## config.mk

```make
export PLATFORM = sky130hd
export DESIGN_NAME = column_ram_sched
export DESIGN_NICKNAME = d
export VERILOG_FILES = /design/src/rtl/column_ram_sched.sv
export SDC_FILE = /design/constraint.sdc
export NUM_CORES = 1
export LEC_CHECK = 0
export CAP_MARGIN = 20
export CORE_MARGIN = 1.5
export CORE_UTILIZATION = 40
export DETAILED_ROUTE_END_ITERATION = 7
export PLACE_DENSITY = 0.72
export REMOVE_ABC_BUFFERS = 1
export SLEW_MARGIN = 20
export SYNTH_ARGS = -nofsm -noshare
export SYNTH_HDL_FRONTEND = slang
export SYNTH_SLANG_ARGS = --single-unit
```

## constraint.sdc

```tcl
create_clock -name sys_clk -period 1.8 [get_ports sys_clk]
set_input_delay 0.27 -clock sys_clk [delete_from_list [all_inputs] [get_ports sys_clk]]
set_output_delay 0.27 -clock sys_clk [all_outputs]
set_load 0.005 [all_outputs]
```

## src/rtl/column_ram_sched.sv

```systemverilog
// -----------------------------------------------------------------------------
// column_ram_sched
// Sequencer for the 85-lane column message RAM of the layered decoder. For each
// layer it streams the layer's read addresses, then writes back the updated
// messages returned by the node units. It steps through every layer of every
// iteration and pulses done when decoding is complete.
//
// Optional feature macro: COLUMN_RAM_SCHED_EARLY_TERM_EN
//   defined   : early_term is sampled in LAYER_END of the last layer. When it
//               is high, decoding finishes after that iteration.
//   undefined : early_term is ignored. ITER_MAX iterations always run.
//
// Ports
//   sys_clk    in   system clock
//   rst        in   synchronous active-high reset
//   start      in   one-cycle pulse that begins decoding (accepted in IDLE only)
//   busy       out  high from the accepted start until done
//   done       out  one-cycle pulse at the end of decoding
//   sync_addr  out  RAM address (registered)
//   we         out  RAM write enable (registered)
//   wr_data    out  RAM write data broadcast to all lanes (registered)
//   rd_valid   out  RAM read data valid at the Dout lanes
//   rd_idx     out  word index of the data flagged by rd_valid
//   wb_valid   in   write-back beat valid
//   wb_data    in   write-back message
//   wb_ready   out  write-back beat accepted (high in WR only)
//   layer_id   out  current layer
//   iter_cnt   out  completed iterations
//   early_term in   syndrome-pass indication
//
// LAYER_DEPTH and LAYER_NUM are expected to be >= 2 so that their index
// fields are at least one bit wide.
// -----------------------------------------------------------------------------
module column_ram_sched #(
   parameter int QUAN_SIZE   = 4,
   parameter int DEPTH       = 1024,
   parameter int ADDR        = $clog2(DEPTH),
   parameter int LAYER_NUM   = 4,
   parameter int LAYER_DEPTH = 8,
   parameter int ITER_MAX    = 10,
   parameter int RD_LAT      = 2
) (
   input  logic                             sys_clk,
   input  logic                             rst,
   input  logic                             start,
   output logic                             busy,
   output logic                             done,
   output logic [ADDR-1:0]                  sync_addr,
   output logic                             we,
   output logic [QUAN_SIZE-1:0]             wr_data,
   output logic                             rd_valid,
   output logic [$clog2(LAYER_DEPTH)-1:0]   rd_idx,
   input  logic                             wb_valid,
   input  logic [QUAN_SIZE-1:0]             wb_data,
   output logic                             wb_ready,
   output logic [$clog2(LAYER_NUM)-1:0]     layer_id,
   output logic [$clog2(ITER_MAX+1)-1:0]    iter_cnt,
   input  logic                             early_term
);

   localparam int IDX_W   = $clog2(LAYER_DEPTH);
   localparam int LAYER_W = $clog2(LAYER_NUM);
   localparam int ITER_W  = $clog2(ITER_MAX+1);

   localparam logic [IDX_W-1:0]   CNT_LAST   = IDX_W'(LAYER_DEPTH - 1);
   localparam logic [LAYER_W-1:0] LAYER_LAST = LAYER_W'(LAYER_NUM - 1);
   localparam logic [ITER_W-1:0]  ITER_END   = ITER_W'(ITER_MAX);

   typedef enum logic [2:0] {
      ST_IDLE      = 3'd0,
      ST_RD        = 3'd1,
      ST_WR        = 3'd2,
      ST_LAYER_END = 3'd3,
      ST_FINISH    = 3'd4
   } state_t;

   state_t               state_r, state_s;
   logic [IDX_W-1:0]     cnt_r, cnt_s;
   logic [ADDR-1:0]      sync_addr_s;
   logic                 we_s;
   logic [QUAN_SIZE-1:0] wr_data_s;
   logic                 busy_s;
   logic                 done_s;
   logic [LAYER_W-1:0]   layer_s;
   logic [ITER_W-1:0]    iter_s;
   logic [ITER_W-1:0]    iter_inc_s;
   logic [ADDR-1:0]      base_s;
   logic [ADDR-1:0]      word_addr_s;
   logic                 et_s;

   // issue_r / issue_idx_r are aligned with the read address on sync_addr;
   // the pipeline below delays them by the RAM read latency.
   logic                 issue_r, issue_s;
   logic [IDX_W-1:0]     issue_idx_r;
   logic [RD_LAT-1:0]    vld_pipe_r;
   logic [IDX_W-1:0]     idx_pipe_r [RD_LAT];

`ifdef COLUMN_RAM_SCHED_EARLY_TERM_EN
   assign et_s = early_term;
`else
   logic unused_early_term;
   assign unused_early_term = early_term;
   assign et_s = 1'b0;
`endif

   assign base_s      = ADDR'(layer_id) * ADDR'(LAYER_DEPTH);
   assign word_addr_s = base_s + ADDR'(cnt_r);
   assign iter_inc_s  = iter_cnt + ITER_W'(1);

   // Next-state and next-output decode for the sequencer.
   always_comb begin
      state_s     = state_r;
      cnt_s       = cnt_r;
      sync_addr_s = sync_addr;
      we_s        = 1'b0;
      wr_data_s   = wr_data;
      busy_s      = busy;
      done_s      = 1'b0;
      layer_s     = layer_id;
      iter_s      = iter_cnt;
      issue_s     = 1'b0;
      wb_ready    = 1'b0;
      case (state_r)
         ST_IDLE: begin
            if (start) begin
               state_s = ST_RD;
               busy_s  = 1'b1;
               layer_s = {LAYER_W{1'b0}};
               iter_s  = {ITER_W{1'b0}};
               cnt_s   = {IDX_W{1'b0}};
            end else begin
               state_s = ST_IDLE;
            end
         end
         ST_RD: begin
            sync_addr_s = word_addr_s;
            issue_s     = 1'b1;
            if (cnt_r == CNT_LAST) begin
               cnt_s   = {IDX_W{1'b0}};
               state_s = ST_WR;
            end else begin
               cnt_s   = cnt_r + IDX_W'(1);
            end
         end
         ST_WR: begin
            wb_ready = 1'b1;
            if (wb_valid) begin
               sync_addr_s = word_addr_s;
               we_s        = 1'b1;
               wr_data_s   = wb_data;
               if (cnt_r == CNT_LAST) begin
                  cnt_s   = {IDX_W{1'b0}};
                  state_s = ST_LAYER_END;
               end else begin
                  cnt_s   = cnt_r + IDX_W'(1);
               end
            end else begin
               state_s = ST_WR;
            end
         end
         ST_LAYER_END: begin
            if (layer_id != LAYER_LAST) begin
               layer_s = layer_id + LAYER_W'(1);
               state_s = ST_RD;
            end else begin
               layer_s = {LAYER_W{1'b0}};
               iter_s  = iter_inc_s;
               // done/busy are registered, so they change on entry to FINISH.
               if ((iter_inc_s == ITER_END) || et_s) begin
                  state_s = ST_FINISH;
                  done_s  = 1'b1;
                  busy_s  = 1'b0;
               end else begin
                  state_s = ST_RD;
               end
            end
         end
         ST_FINISH: begin
            state_s = ST_IDLE;
         end
         default: begin
            state_s = ST_IDLE;
            busy_s  = 1'b0;
         end
      endcase
   end

   // State and registered RAM control outputs.
   always_ff @(posedge sys_clk) begin
      if (rst) begin
         state_r     <= ST_IDLE;
         cnt_r       <= {IDX_W{1'b0}};
         sync_addr   <= {ADDR{1'b0}};
         we          <= 1'b0;
         wr_data     <= {QUAN_SIZE{1'b0}};
         busy        <= 1'b0;
         done        <= 1'b0;
         layer_id    <= {LAYER_W{1'b0}};
         iter_cnt    <= {ITER_W{1'b0}};
         issue_r     <= 1'b0;
         issue_idx_r <= {IDX_W{1'b0}};
      end else begin
         state_r     <= state_s;
         cnt_r       <= cnt_s;
         sync_addr   <= sync_addr_s;
         we          <= we_s;
         wr_data     <= wr_data_s;
         busy        <= busy_s;
         done        <= done_s;
         layer_id    <= layer_s;
         iter_cnt    <= iter_s;
         issue_r     <= issue_s;
         issue_idx_r <= cnt_r;
      end
   end

   // Read-valid pipeline matching the RAM read latency.
   always_ff @(posedge sys_clk) begin
      if (rst) begin
         vld_pipe_r <= {RD_LAT{1'b0}};
         for (int i = 0; i < RD_LAT; i++) begin
            idx_pipe_r[i] <= {IDX_W{1'b0}};
         end
      end else begin
         vld_pipe_r[0] <= issue_r;
         idx_pipe_r[0] <= issue_idx_r;
         for (int i = 1; i < RD_LAT; i++) begin
            vld_pipe_r[i] <= vld_pipe_r[i-1];
            idx_pipe_r[i] <= idx_pipe_r[i-1];
         end
      end
   end

   assign rd_valid = vld_pipe_r[RD_LAT-1];
   assign rd_idx   = idx_pipe_r[RD_LAT-1];

endmodule

```

==> reports/qor.yml, run 1 <==
dieArea_mm2: 0.00424
grt_util_all_layers: 0.145
wl_per_cell_um: 11.8
clk_path_buf_depth: 2
arrival_ps: 1450
nets: 200
crit_slowest_cell: "clkdlybuf4s50_1"
gr-total-overflow: 0
setup-tns-final_ps: 0
pwr_density_cell_mw_per_mm2: 923
core_area_mm2: 0.00369
root_buffer: "clkbuf_8"
synth_area_mm2: 0.00154
clk_pin_slew_ps: 70
layout.cells.non_filler: 235
drc_errors: 0
synth_seq_cells: 36
postSynthAreaPerCell_um2: 9.95
finalCriticalPeriod_ps: 1720
cts_tree: "built"
die_x_um: 65.1
grt_pass1_wl_um: 4630
ios: 37
cp_top_family: "buffers and inverters"
cts_made_buffers: 5
critPathLaunchType: "flip-flop"
antenna_cells: 0
yosysSeqAreaShare: 0.467
area_growth_syn_to_layout_pct: 26.1
crit_buf_inv: 1
leakage_nw: 0.783
layout_commonest_cell: "dfxtp_1"
critPathKind: "reg2out"
wl_um: 2760
postCtsSetupBuffers: 0
syn_inst: 155
dp.cells: 227
ant_nets: 0
ys_warn_count: 0
die_y_um: 65.1
finalSetupViolations: 0
status: "complete, no violations"
numPortBuffers: 30
synthArstFlopShare: 0
clock-sinks: 36
firstDrtPassIters: 4
synth_area_leaders: "dfxtp_1, mux2i_1, buf_4, nor2b_1, ha_1"
yosysUniqueCellTypes: 39
min_period_over_period: 0.955
ctsResizeCount: 1
rr_worst_depth: 5
synth_edf_count: 0
worstReg2RegEnd: "state_r[0]$_SDFFE_PP0P_"
hold_violations: 0
startpoint: "state_r[0]$_SDFFE_PP0P_"
post_drt_via_cell_ratio: 4.87
ys.flop_type: "dfxtp_1"
fin_worst_skew_ps: 5.56
cap_viol_max_count: 0
hpwl_um: 2020
place_congestion: 0.718
path_max_fanout: 12
grt_max_degree: 21
r2r_setup_slack_ps: 360
vias: 1144
htree_levels: 2
crit_path_end: "wb_ready"
ir_drop_mv: 0.434
synth_top_area_frac: 0.467
hold_class: "reg2reg"
utilization: 0.527
synth_top_cell_by_area: "dfxtp_1"
r2r_start: "cnt_r[0]$_SDFFE_PP0P_"
critical-path-max-stage-delay_ps: 540
start_util: 0.418
critPathRequiredTime_ps: 1530
grt_setup_unrepaired: "no"
antenna_found_initial: 0
critical_path_cell_count: 2
final_max_slew_viol_count: 0
path_cells: "nor3_1, clkdlybuf4s50_1"
row_count: 22
drive_above_1_share: 0.112
fmax_mhz: 582
clkLatencyLatePin_ps: 290
grt_pass1_vias: 1064
endpoint_kind: "output port"
hold_buffers: 0
most-common-layout-cells: "dfxtp_1, clkdlybuf4s50_1, nor2_1, nor2b_1, mux2i_1"
drt_iter0_drc: 25
==> logic make-up after synthesis <==
| family | count (synthesis) | share of synthesized area |
|---|---|---|
| AO/OA/AOI/OAI | 24 | 0.114 |
| XOR/XNOR | 2 | 0.0114 |
| adder cells (fa/ha/maj) | 5 | 0.0406 |
| buffers and inverters | 20 | 0.0803 |
| flip-flops | 36 | 0.467 |
| multiplexers | 10 | 0.0657 |
| other | 1 | 0.00243 |
| AND/OR/NAND/NOR | 57 | 0.218 |
==> through the flow <==
step	area (um2)	setup slack [ps]	total power, mW	hold slack [ps]
floorplan	1450	452	1.10	339
global placement	1850	183	1.22	419
CTS	1950	82.2	1.82	437
detailed placement	1850	108	1.23	421
global route	1950	17.1	1.89	459
finish	1950	80.8	1.80	435
==> routing by layer <==
metal / GRT usage / share of wire
met5: 0 / 0
met2: 0.232 / 0.45
met3: 0.0582 / 0.071
met1: 0.168 / 0.46
met4: 0.0703 / 0.024
==> area by class of cell <==
type / count / area (um2)
clock buffers: 7 / 86.3
clock inverters: 1 / 7.51
well taps: 48 / 60.1
fillers: 336 / 1740
multi-input cells: 103 / 713
inverters: 5 / 18.8
repair buffers: 35 / 338
flip-flops and latches: 36 / 722
==> state kept, by name, indices dropped and copies added, names as in the netlist <==
| name | cells |
|---|---|
| vld_pipe_r | 2 |
| cnt_r | 3 |
| idx_pipe_r | 6 |
| iter_cnt | 4 |
| sync_addr | 5 |
| wr_data | 4 |
| issue_idx_r | 3 |
| issue_r | 1 |
| state_r | 3 |
| busy | 1 |
| we | 1 |
| done | 1 |
| layer_id | 2 |
==> report_power, final <==
part | total, mW | internal [mW] | leakage (nW) | switching (mW)
Sequential | 0.884 | 0.843 | 0.292 | 0.0410
Clock | 0.582 | 0.310 | 0.0445 | 0.272
Combinational | 0.330 | 0.173 | 0.447 | 0.157
Total | 1.80 | 1.33 | 0.783 | 0.470
==> cell usage after synthesis, drive strengths merged (4+ instances only) <==
cell,instances
a21oi,10
nand2,7
mux2i,9
dfxtp,36
ha,5
nor2b,11
inv,5
nor2,16
nor3,4
buf,12
==> worst min-delay path by stage <==
stage,depth (start not counted),startpoint,end
after floorplan,1,rst,iter_cnt[1]$_SDFFE_PP0P_
after global placement,1,vld_pipe_r[0]$_SDFF_PP0_,vld_pipe_r[1]$_SDFF_PP0_
after detailed placement,1,issue_r$_SDFF_PP0_,vld_pipe_r[0]$_SDFF_PP0_
after CTS,1,issue_r$_SDFF_PP0_,vld_pipe_r[0]$_SDFF_PP0_
after global routing,1,idx_pipe_r[0][2]$_SDFF_PP0_,idx_pipe_r[0][5]$_SDFF_PP0_
final,1,issue_r$_SDFF_PP0_,vld_pipe_r[0]$_SDFF_PP0_
Note: power is estimated with default switching activity, not from simulation.
==> run 2: changes to the inputs <==
--- a/config.mk
+++ b/config.mk
@@ -8,10 +8,11 @@
 export CAP_MARGIN = 20
 export CORE_MARGIN = 1.5
 export CORE_UTILIZATION = 40
+export CTS_CLUSTER_DIAMETER = 120
 export DETAILED_ROUTE_END_ITERATION = 7
 export PLACE_DENSITY = 0.72
 export REMOVE_ABC_BUFFERS = 1
-export SLEW_MARGIN = 20
+export SLEW_MARGIN = 25
 export SYNTH_ARGS = -nofsm -noshare
 export SYNTH_HDL_FRONTEND = slang
 export SYNTH_SLANG_ARGS = --single-unit
==> results of run 2 <==
Final layout, timing and power as in run 1 (identical DEF).
